[src/rtl/ar_rxd_multi_if.sv]
// ARINC-429 receiver bus bundle: line inputs, rate select, decoded word and strobes.
interface ar_rxd_multi_if;
    logic        Inp1;
    logic        Inp0;
    logic [1:0]  speed;
    logic [7:0]  sr_adr;
    logic [22:0] sr_dat;
    logic        par_ok;
    logic        ce_wr;
    logic        err_len;
    logic        err_gap;
    logic        err_code;

    modport master (
        output Inp1, Inp0, speed,
        input  sr_adr, sr_dat, par_ok, ce_wr, err_len, err_gap, err_code
    );

    modport slave (
        input  Inp1, Inp0, speed,
        output sr_adr, sr_dat, par_ok, ce_wr, err_len, err_gap, err_code
    );
endinterface

[src/rtl/ar_rxd_multi.sv]
// ARINC-429 receiver: synchronizes and filters the two-wire line, frames
// 32-bit words on inter-word gaps, and reports good words and error strobes.
module ar_rxd_multi #(
    parameter int CLK_HZ = 50_000_000,
    parameter int FILT   = 4,
    parameter int TW     = 16
) (
    input  logic          clk,
    input  logic          rst,
    ar_rxd_multi_if.slave bus
);
    // Line codes as {Inp1, Inp0}
    localparam logic [1:0] L_NULL = 2'b00;
    localparam logic [1:0] L_ZERO = 2'b01;
    localparam logic [1:0] L_ONE  = 2'b10;
    localparam logic [1:0] L_ILL  = 2'b11;

    localparam int FW = $clog2(FILT + 1);

    // Gap threshold is two bit periods at each rate
    localparam logic [TW-1:0] G_100 = TW'(2 * CLK_HZ / 100_000);
    localparam logic [TW-1:0] G_50  = TW'(2 * CLK_HZ / 50_000);
    localparam logic [TW-1:0] G_12  = TW'(2 * CLK_HZ / 12_500);
    localparam logic [TW-1:0] G_MAX = '1;

    typedef enum logic [1:0] {S_SYNC, S_IDLE, S_RX} state_t;

    state_t          r_state, w_nstate;
    logic [1:0]      r_sync1, r_sync2;
    logic [1:0]      r_cand, r_line;
    logic [FW-1:0]   r_fcnt;
    logic [TW-1:0]   r_gap, r_thr, w_thr, w_spd_thr;
    logic [30:0]     r_sh;
    logic [5:0]      r_bcnt;
    logic [7:0]      r_adr;
    logic [22:0]     r_dat, w_dat;
    logic            r_par;
    logic            r_ce, r_elen, r_egap, r_ecode;
    logic            w_acc, w_bit, w_bval, w_ill, w_null, w_gap_hit;
    logic            w_ce, w_elen, w_egap, w_ecode, w_first, w_shift;
    logic [31:0]     w_word;

    // Two-flop synchronizer on both line wires
    always_ff @(posedge clk or posedge rst) begin
        if (rst) begin
            r_sync1 <= L_NULL;
            r_sync2 <= L_NULL;
        end else begin
            r_sync1 <= {bus.Inp1, bus.Inp0};
            r_sync2 <= r_sync1;
        end
    end

    // Level filter: a candidate must be seen FILT samples in a row to be accepted
    always_ff @(posedge clk or posedge rst) begin
        if (rst) begin
            r_cand <= L_NULL;
            r_fcnt <= '0;
            r_line <= L_NULL;
        end else begin
            if (r_sync2 != r_cand) begin
                r_cand <= r_sync2;
                r_fcnt <= FW'(1);
            end else if (r_fcnt != FW'(FILT)) begin
                r_fcnt <= r_fcnt + FW'(1);
            end
            if (w_acc)
                r_line <= r_cand;
        end
    end

    assign w_acc     = (r_fcnt == FW'(FILT)) && (r_cand != r_line);
    assign w_bit     = w_acc && (r_line == L_NULL) && ((r_cand == L_ONE) || (r_cand == L_ZERO));
    assign w_bval    = (r_cand == L_ONE);
    assign w_ill     = w_acc && (r_cand == L_ILL);
    assign w_null    = (r_line == L_NULL);
    assign w_gap_hit = w_null && (r_gap >= w_thr);

    // Rate decode; 11 is reserved and runs at the slow rate
    always_comb begin
        case (bus.speed)
            2'b00:   w_spd_thr = G_100;
            2'b01:   w_spd_thr = G_50;
            default: w_spd_thr = G_12;
        endcase
    end

    // The rate follows the input only while hunting for a gap; a word in flight keeps its rate
    assign w_thr = (r_state == S_SYNC) ? w_spd_thr : r_thr;

    // Latch the rate threshold while in SYNC
    always_ff @(posedge clk or posedge rst) begin
        if (rst)
            r_thr <= '0;
        else if (r_state == S_SYNC)
            r_thr <= w_spd_thr;
    end

    // Gap counter: consecutive accepted NULL cycles, saturating
    always_ff @(posedge clk or posedge rst) begin
        if (rst)
            r_gap <= '0;
        else if (w_bit || !w_null)
            r_gap <= '0;
        else if (r_gap != G_MAX)
            r_gap <= r_gap + TW'(1);
    end

    // FSM state register
    always_ff @(posedge clk or posedge rst) begin
        if (rst)
            r_state <= S_SYNC;
        else
            r_state <= w_nstate;
    end

    // FSM next state and strobe decisions; an illegal line overrides everything
    always_comb begin
        w_nstate = r_state;
        w_ce     = 1'b0;
        w_elen   = 1'b0;
        w_egap   = 1'b0;
        w_ecode  = 1'b0;
        w_first  = 1'b0;
        w_shift  = 1'b0;
        if (w_ill) begin
            w_ecode  = 1'b1;
            w_nstate = S_SYNC;
        end else begin
            case (r_state)
                S_SYNC: begin
                    if (w_bit) begin
                        // A bit landing on the very cycle the gap completes starts a word
                        if (w_gap_hit) begin
                            w_nstate = S_RX;
                            w_first  = 1'b1;
                        end else begin
                            w_egap = 1'b1;
                        end
                    end else if (w_gap_hit) begin
                        w_nstate = S_IDLE;
                    end
                end
                S_IDLE: begin
                    if (w_bit) begin
                        w_nstate = S_RX;
                        w_first  = 1'b1;
                    end
                end
                S_RX: begin
                    if (w_bit) begin
                        if (r_bcnt == 6'd31) begin
                            w_ce     = 1'b1;
                            w_nstate = S_SYNC;
                        end else begin
                            w_shift = 1'b1;
                        end
                    end else if (w_gap_hit) begin
                        w_elen   = 1'b1;
                        w_nstate = S_IDLE;
                    end
                end
                default: w_nstate = S_SYNC;
            endcase
        end
    end

    // Bit shift register and bit counter; first bit received ends up in the MSB
    always_ff @(posedge clk or posedge rst) begin
        if (rst) begin
            r_sh   <= '0;
            r_bcnt <= '0;
        end else if (w_first) begin
            r_sh   <= {30'd0, w_bval};
            r_bcnt <= 6'd1;
        end else if (w_shift) begin
            r_sh   <= {r_sh[29:0], w_bval};
            r_bcnt <= r_bcnt + 6'd1;
        end
    end

    // Full word as it stands when bit 32 arrives: w_word[31] is bit 1
    assign w_word = {r_sh, w_bval};

    // Data bits 9..31 land LSB-first in sr_dat
    always_comb begin
        w_dat = '0;
        for (int i = 0; i < 23; i++)
            w_dat[i] = w_word[23-i];
    end

    // Output registers: fields change only with ce_wr; strobes last one cycle
    always_ff @(posedge clk or posedge rst) begin
        if (rst) begin
            r_adr   <= '0;
            r_dat   <= '0;
            r_par   <= 1'b0;
            r_ce    <= 1'b0;
            r_elen  <= 1'b0;
            r_egap  <= 1'b0;
            r_ecode <= 1'b0;
        end else begin
            r_ce    <= w_ce;
            r_elen  <= w_elen;
            r_egap  <= w_egap;
            r_ecode <= w_ecode;
            if (w_ce) begin
                r_adr <= w_word[31:24];
                r_dat <= w_dat;
                r_par <= ^w_word;
            end
        end
    end

    assign bus.sr_adr   = r_adr;
    assign bus.sr_dat   = r_dat;
    assign bus.par_ok   = r_par;
    assign bus.ce_wr    = r_ce;
    assign bus.err_len  = r_elen;
    assign bus.err_gap  = r_egap;
    assign bus.err_code = r_ecode;
endmodule

[src/flat_wrapper.sv]
// flat-port wrapper written by rule: the top's interface ports become plain ports
module ar_rxd_multi_flat 
#(
    parameter int CLK_HZ = 50_000_000,
    parameter int FILT   = 4,
    parameter int TW     = 16
)
  (clk, rst, bus_Inp1, bus_Inp0, bus_speed, bus_sr_adr, bus_sr_dat, bus_par_ok, bus_ce_wr, bus_err_len, bus_err_gap, bus_err_code);
  ar_rxd_multi_if bus_i ();
  input  logic clk;
  input  logic rst;
  input wire logic [$bits(bus_i.Inp1)-1:0] bus_Inp1;
  input wire logic [$bits(bus_i.Inp0)-1:0] bus_Inp0;
  input wire logic [$bits(bus_i.speed)-1:0] bus_speed;
  output wire logic [$bits(bus_i.sr_adr)-1:0] bus_sr_adr;
  output wire logic [$bits(bus_i.sr_dat)-1:0] bus_sr_dat;
  output wire logic [$bits(bus_i.par_ok)-1:0] bus_par_ok;
  output wire logic [$bits(bus_i.ce_wr)-1:0] bus_ce_wr;
  output wire logic [$bits(bus_i.err_len)-1:0] bus_err_len;
  output wire logic [$bits(bus_i.err_gap)-1:0] bus_err_gap;
  output wire logic [$bits(bus_i.err_code)-1:0] bus_err_code;
  assign bus_i.Inp1 = bus_Inp1;
  assign bus_i.Inp0 = bus_Inp0;
  assign bus_i.speed = bus_speed;
  assign bus_sr_adr = bus_i.sr_adr;
  assign bus_sr_dat = bus_i.sr_dat;
  assign bus_par_ok = bus_i.par_ok;
  assign bus_ce_wr = bus_i.ce_wr;
  assign bus_err_len = bus_i.err_len;
  assign bus_err_gap = bus_i.err_gap;
  assign bus_err_code = bus_i.err_code;
  ar_rxd_multi #(.CLK_HZ(CLK_HZ), .FILT(FILT), .TW(TW)) u_core (.clk(clk), .rst(rst), .bus(bus_i));
endmodule
[config.mk]
export PLATFORM = sky130hd
export DESIGN_NAME = ar_rxd_multi_flat
export DESIGN_NICKNAME = d
export VERILOG_FILES = /design/src/rtl/ar_rxd_multi_if.sv /design/src/rtl/ar_rxd_multi.sv /design/src/flat_wrapper.sv
export SDC_FILE = /design/constraint.sdc
export NUM_CORES = 1
export LEC_CHECK = 0
export ABC_AREA = 1
export BUFFER_PORTS_ARGS = -buffer_cell sky130_fd_sc_hd__buf_2
export CAP_MARGIN = 20
export CORE_ASPECT_RATIO = 1.25
export CORE_MARGIN = 2
export CORE_UTILIZATION = 35
export CTS_CLUSTER_DIAMETER = 60
export DETAILED_ROUTE_END_ITERATION = 7
export PLACE_DENSITY_LB_ADDON = 0.15
export SKIP_LAST_GASP = 1
export SYNTH_ARGS = -nofsm -noshare
export SYNTH_HDL_FRONTEND = slang
export SYNTH_SLANG_ARGS = --single-unit
[constraint.sdc]
create_clock -name clk -period 10.8 [get_ports clk]
set_input_delay 3.24 -clock clk [delete_from_list [all_inputs] [get_ports clk]]
set_output_delay 3.24 -clock clk [all_outputs]
set_load 0.1 [all_outputs]
==> impl_metrics.env, run 1 <==
export IMPL_core_mm2=0.0162
export IMPL_end_kind="register"
export IMPL_rows=52
export IMPL_synth_top_cells_by_count="nand2_1 (159), dfrtp_1 (118), inv_1 (88)"
export IMPL_setup_tns_ns=0
export IMPL_drtAntennaViolNets=0
export IMPL_fill_cells=1615
export IMPL_synth_cells=680
export IMPL_placed_cell_area_mm2=0.00625
export IMPL_startpoint="bus_speed[1]"
export IMPL_ios=42
export IMPL_yosysWarningCount=0
export IMPL_p_per_area_mw_per_mm2=224
export IMPL_synth_edf_count=0
export IMPL_cp_start_kind="input port"
export IMPL_p_switching_mw=0.508
export IMPL_grt_max_degree=65
export IMPL_rsz0062_at_grt="no"
export IMPL_clock_skew_ns=0.00937
export IMPL_power_total_mw=1.54
export IMPL_area_growth_pct=17.9
export IMPL_worstReg2RegStart="u_core.r_state[1]"
export IMPL_drtIter0Drc=196
export IMPL_syn_nets=708
export IMPL_switching_share_pct=33.0
export IMPL_fin_crit_ns=5.41
export IMPL_dominantRegCellSynth="dfrtp_1"
export IMPL_drive_gt1_share_pct=12.4
export IMPL_crit_fanout=20
export IMPL_final_cell_count_no_fill=955
export IMPL_drv_slew=0
export IMPL_fin_crit_sh_pct=50.1
export IMPL_sequentialPowerShare_pct=35.9
export IMPL_finalInstanceArea_mm2=0.00685
export IMPL_final_nets=754
export IMPL_comb_power_share_pct=27.1
export IMPL_irDropWorstVdd_v=0.000100
export IMPL_antennaDiodeCount=0
export IMPL_arrival_ns=5.68
export IMPL_ys_seq_area_share_pct=50.8
export IMPL_clock_sinks=118
export IMPL_pwr_share_clk_pct=37.0
export IMPL_synth_cell_area_mm2=0.00581
export IMPL_cp_data_required_time_ns=11.06
export IMPL_numCtsBuffers=17
export IMPL_cts_max_path_buffers=2
export IMPL_synthArstFlopShare_pct=100
export IMPL_portBuffers=41
export IMPL_path_clk_slew_ns=0.05
export IMPL_routabilityCongestion=0.852
export IMPL_antenna_found_initial=0
export IMPL_yosys_top_cells_area="dfrtp_1 (51%), nand2_1 (10%), inv_1 (5.7%)"
export IMPL_grt_pass1_wl_um=21300
export IMPL_synth_top_area_cell="dfrtp_1"
export IMPL_power_leakage_nw=3.52
export IMPL_cts_repair_resized=0
export IMPL_status="completed"
export IMPL_crit_type="in -> reg"
export IMPL_clk_latency_ns=0.41
export IMPL_drv_cap=0
export IMPL_die_area_mm2=0.0177
export IMPL_htreeDepth=4
export IMPL_hold_violations=0
export IMPL_vias_per_cell=4.56
export IMPL_dp_cells=923
export IMPL_wl_um=11900
export IMPL_start_util_pct=35.9
export IMPL_max_slew_worst_pin_slew_ns=0.798
export IMPL_dp_hpwl_um=8480
export IMPL_synth_most_common_cell="nand2_1"
export IMPL_die_w_um=119
export IMPL_setup_viol_count_final=0
export IMPL_ys_ff_latch=118
export IMPL_grtUsageMet1_pct=17.5
export IMPL_drc_errors=0
export IMPL_ctsHoldBuffers=0
export IMPL_use_met3_pct=3.22
export IMPL_vias=4353
export IMPL_grt_pass1_vias=4561
export IMPL_gr_usage_all_layers_pct=15.1
export IMPL_synth_top_cell_area_share_pct=50.8
export IMPL_max_freq_mhz=185
export IMPL_cts_tree="built"
export IMPL_synth_cell_type_count=33
export IMPL_cts_root_buffer="clkbuf_16"
export IMPL_hold_path_class="reg -> reg"
export IMPL_internal_power_mw=1.03
export IMPL_post_cts_buffers=0
export IMPL_overflow=0
export IMPL_die_y_um=148
export IMPL_gr_usage_met2_pct=26.7
export IMPL_first_pass_iters=4
export IMPL_grt_busiest_layer="met2"
export IMPL_syn_area_per_cell_um2=8.55
export IMPL_hold_start="u_core.r_sync1[0]"
export IMPL_wire_per_inst_um=12.5
export IMPL_slew_headroom_pct=46.8
cells in the final DEF, fill, tap and decap left out, types with 2 or more instances in the layout:
master and instances:
nor2_2 3, a21oi_1 38, xor2_1 23, nor4_1 4, inv_1 87, nand2_1 159
xnor2_1 29, nand2_2 2, nor3_1 7, clkinvlp_4 2, dfrtp_1 118, nand3_2 2
clkbuf_1 3, nand4_1 5, buf_4 2, o21ai_1 24, buf_2 41, o21ai_0 38
bufinv_16 2, inv_2 5, nor2_1 68, clkbuf_16 17, clkbuf_8 6, nand3_1 12
and3_1 4, nor3_2 2, ha_1 22
metal layers:
metal  part of all wire, %  up-vias
met5                     0        -
met4                   1.4        0
met3                   3.2        9
met2                    50       70
met1                    46     2039
li1                      -     2235
worst paths after layout:
kind	slack, ns	to	depth (start not counted)
max	5.39	u_core.r_sh[20]	19
min	0.35	u_core.r_sync2[0]	0
max reg2reg	7.10	u_core.r_sh[20]	19
min reg2reg	0.35	u_core.r_sync2[0]	0
max in group asynchronous	6.62	u_core.bus.sr_adr[7]	3
min in group asynchronous	2.93	u_core.r_thr[11]	2
critical path, cell delays in order:
cell     delay [ns]
buf_2          0.10
inv_1          0.06
nor2_1         0.07
nor2_1         0.19
o21ai_0        0.17
ha_1           0.35
nand2_1        0.07
nor2_1         0.11
nor2_1         0.05
nand2_1        0.05
nand2_1        0.04
nand2_1        0.08
nand2_1        0.06
nand2_1        0.06
nand2_1        0.09
nand2_1        0.14
nand2_1        0.12
inv_1          0.51
nor2_1         0.12
flip-flops by register name, indices dropped and copies added (netlist names), 3 cells and up:
name	cells
u_core.bus.sr_adr	8
u_core.bus.sr_dat	23
u_core.r_sh	31
u_core.r_gap	16
u_core.r_bcnt	6
u_core.r_thr	16
u_core.r_fcnt	3
cell type report:
| cell class | instances | area [um^2] | area share, % |
|---|---|---|---|
| Timing Repair Buffer | 44 | 240 | 3.50 |
| Inverter | 93 | 352 | 5.13 |
| Clock buffer | 26 | 519 | 7.58 |
| Clock inverter | 6 | 88.8 | 1.30 |
| Tap cell | 216 | 270 | 3.94 |
| Sequential cell | 118 | 2950 | 43.1 |
| Multi-Input combinational cell | 452 | 2430 | 35.5 |
stage by stage:
step / setup slack (ns) / hold slack, ns / util (%)
floorplan: 4.43 / 0.331 / -
global placement: 5.05 / 0.333 / 38.4
detailed placement: 4.93 / 0.335 / 38.6
CTS: 5.36 / 0.347 / 42.3
global route: 5.01 / 0.350 / 42.3
finish: 5.39 / 0.346 / 42.3
logic make-up after synthesis:
kind of cell / after synthesis / synth area share (%)
AOI/OAI and AO/OA: 105 / 9.32
xor gates and xnor gates: 52 / 7.83
adders and majority gates: 22 / 4.73
buffers and inverters: 110 / 7.40
DFF: 118 / 50.8
and+or+nand+nor: 273 / 19.9
power by group through the flow:
| stage | Clock [mW] | Sequential (mW) | Combinational, mW |
|---|---|---|---|
| finish | 0.569 | 0.551 | 0.416 |
| global route | 0.605 | 0.561 | 0.492 |
| CTS | 0.586 | 0.552 | 0.423 |
| detailed placement | 0 | 0.559 | 0.421 |
| global placement | 0 | 0.557 | 0.406 |
| floorplan | 0 | 0.552 | 0.331 |
No activity file was read; power rests on OpenSTA's default activity.
==> inputs of run 2 (changes only) <==
==> constraint.sdc (replaced) <==
create_clock -name clk -period 5.1 [get_ports clk]
set_input_delay 1.53 -clock clk [delete_from_list [all_inputs] [get_ports clk]]
set_output_delay 1.53 -clock clk [all_outputs]
set_load 0.1 [all_outputs]
==> run 2 against run 1 <==
  * Clock-buffer cell count decreased by 6
  * Flip-flop and latch count unchanged
  * Worst hold slack improved by 0.0012 ns
  * Wire length about the same
  * Critical endpoint is now u_core.r_sh[8]
==> impl_metrics.env, run 2 (synthesis gave the netlist of run 1 again) <==
export IMPL_gr_usage_all_layers_pct=14.9
export IMPL_wl_um=11900
export IMPL_cts_max_path_buffers=2
export IMPL_numCtsBuffers=17
export IMPL_drv_cap=0
export IMPL_reg2reg_to="u_core.r_sh[8]"
export IMPL_power_leakage_nw=3.53
export IMPL_crit_fanout=20
export IMPL_antenna_found_initial=0
export IMPL_worstRegToRegCells=20
export IMPL_dp_hpwl_um=8300
export IMPL_cp_start_kind="input port"
export IMPL_max_freq_mhz=274
export IMPL_wire_per_inst_um=12.4
export IMPL_drv_slew=0
export IMPL_die_y_um=148
export IMPL_internal_power_mw=2.14
export IMPL_cts_root_buffer="clkbuf_16"
export IMPL_vias_per_cell=4.49
export IMPL_cp_cell_sequence="buf_2, inv_1, nor2_1, nor2_1, o21ai_0, ha_1, nand2_1, nor2_1, nor2_1, nand2_1, nand2_1, nand2_1, nand2_1, nand2_1, nand2_1, nand2_1, nand2_1, inv_1, nor2_1"
export IMPL_switching_share_pct=33.9
export IMPL_pwr_share_clk_pct=36.6
export IMPL_post_cts_buffers=0
export IMPL_routabilityCongestion=0.829
export IMPL_p_per_area_mw_per_mm2=471
export IMPL_slew_headroom_pct=41.8
export IMPL_cp_num_buf_inv=3
export IMPL_pre_cts_slack_ns=0.987
export IMPL_rsz0062_at_grt="no"
export IMPL_rows=52
export IMPL_cp_common_cell="nand2_1"
export IMPL_clk_latency_ns=0.42
export IMPL_hold_start="u_core.r_sync1[0]"
export IMPL_first_pass_iters=4
export IMPL_drtIter0Drc=242
export IMPL_power_total_mw=3.24
export IMPL_setup_viol_count_final=0
export IMPL_crit_family="simple AND/OR/NAND/NOR gates"
export IMPL_grt_max_degree=70
export IMPL_path_clk_slew_ns=0.05
export IMPL_final_nets=755
export IMPL_status="completed"
export IMPL_grt_pass1_wl_um=20900
export IMPL_slowest_delay_ns=0.55
export IMPL_final_cell_mix="nand2_1 (159), dfrtp_1 (118), inv_1 (87), nor2_1 (68), buf_2 (41)"
export IMPL_regMostFlops="u_core.r_sh"
export IMPL_die_area_mm2=0.0177
export IMPL_end_kind="register"
export IMPL_overflow=0
export IMPL_clock_sinks=118
export IMPL_fin_crit_ns=3.66
export IMPL_regToRegSetupSlack_ns=1.71
export IMPL_hold_depth=0
export IMPL_final_cell_count_no_fill=956
export IMPL_max_slew_worst_pin_slew_ns=0.874
export IMPL_ios=42
export IMPL_clock_skew_ns=0.00685
export IMPL_irDropWorstVdd_v=0.000185
export IMPL_hold_violations=0
export IMPL_start_util_pct=35.9
export IMPL_drive_gt1_share_pct=13.0
export IMPL_grt_pass1_vias=4428
export IMPL_largest_register_ffs=31
export IMPL_antennaDiodeCount=0
export IMPL_drtAntennaViolNets=0
export IMPL_worst_hold_slack_ns=0.347
export IMPL_hold_path_class="reg -> reg"
export IMPL_sequentialPowerShare_pct=36.1
export IMPL_setup_tns_ns=0
export IMPL_htreeDepth=4
export IMPL_fin_crit_sh_pct=71.7
export IMPL_core_mm2=0.0162
export IMPL_crit_slowest_cell="inv_1"
export IMPL_dp_cells=923
export IMPL_final_common_cell="nand2_1"
export IMPL_vias=4290
export IMPL_arrival_ns=3.93
export IMPL_crit_type="in -> reg"
export IMPL_die_w_um=119
export IMPL_ctsHoldBuffers=0
export IMPL_cts_repair_resized=0
export IMPL_area_growth_pct=18.3
export IMPL_cts_tree="built"
export IMPL_comb_power_share_pct=27.3
export IMPL_worstReg2RegStart="u_core.r_state[1]"
export IMPL_portBuffers=41
export IMPL_drc_errors=0
export IMPL_cp_data_required_time_ns=5.37
export IMPL_worst_slack_ns=1.44
export IMPL_holdPathEnd="u_core.r_sync2[0]"
export IMPL_p_switching_mw=1.10
[run 2: cell types whose count changed in the layout (fill, tap and decap cells not counted), sizes merged]
cell,before,now
inv,93,94
clkbuf,26,20
clkinv,2,7
buf,44,45
[run 2: metrics by stage]
stage | instance area (um^2) | utilization (%)
3_3_place_gp | 6240 | 38.5
6_report | 6880 | 42.5
4_1_cts | 6850 | 42.3
5_1_grt | 6880 | 42.5
2_1_floorplan | 5810 | -
3_5_place_dp | 6260 | 38.6
[run 2: final cells by class]
cell class | count | area, um^2
Fill cell | 1609 | 9320
Sequential cell | 118 | 2950
Multi-Input combinational cell | 452 | 2430
Clock buffer | 20 | 467
Inverter | 93 | 352
Timing Repair Buffer | 45 | 280
Tap cell | 216 | 270
Clock inverter | 12 | 126
[run 2: how the worst max path moves through the flow]
stage / start / endpoint / slack (ns) / cells after the start
2_1_floorplan: rst / u_core.bus.ce_wr / 0.44 / 1
3_3_place_gp: bus_speed[1] / u_core.r_sh[17] / 1.08 / 19
3_5_place_dp: bus_speed[1] / u_core.r_sh[5] / 0.99 / 19
4_1_cts: bus_speed[1] / u_core.r_sh[5] / 1.42 / 19
5_1_grt: bus_speed[1] / u_core.r_sh[25] / 1.04 / 19
6_report: bus_speed[1] / u_core.r_sh[8] / 1.44 / 19
[run 2: metal layers]
| metal | part of all wire (%) | GRT usage, % | wire length, um | vias up |
|---|---|---|---|---|
| li1 | - | - | - | 2234 |
| met1 | 45 | 17.8 | 5370 | 1973 |
| met2 | 50 | 25.6 | 5900 | 67 |
| met3 | 3.3 | 3.72 | 388 | 16 |
| met4 | 1.9 | 6.25 | 229 | 0 |
| met5 | 0 | 0 | 0 | - |
[run 2: power by group through the flow]
stage	Clock, mW	Combinational [mW]	Sequential (mW)
final	1.19	0.886	1.17
after global routing	1.26	1.04	1.19
after CTS	1.22	0.897	1.17
after detailed placement	0	0.890	1.18
after global placement	0	0.868	1.18
after floorplan	0	0.700	1.17
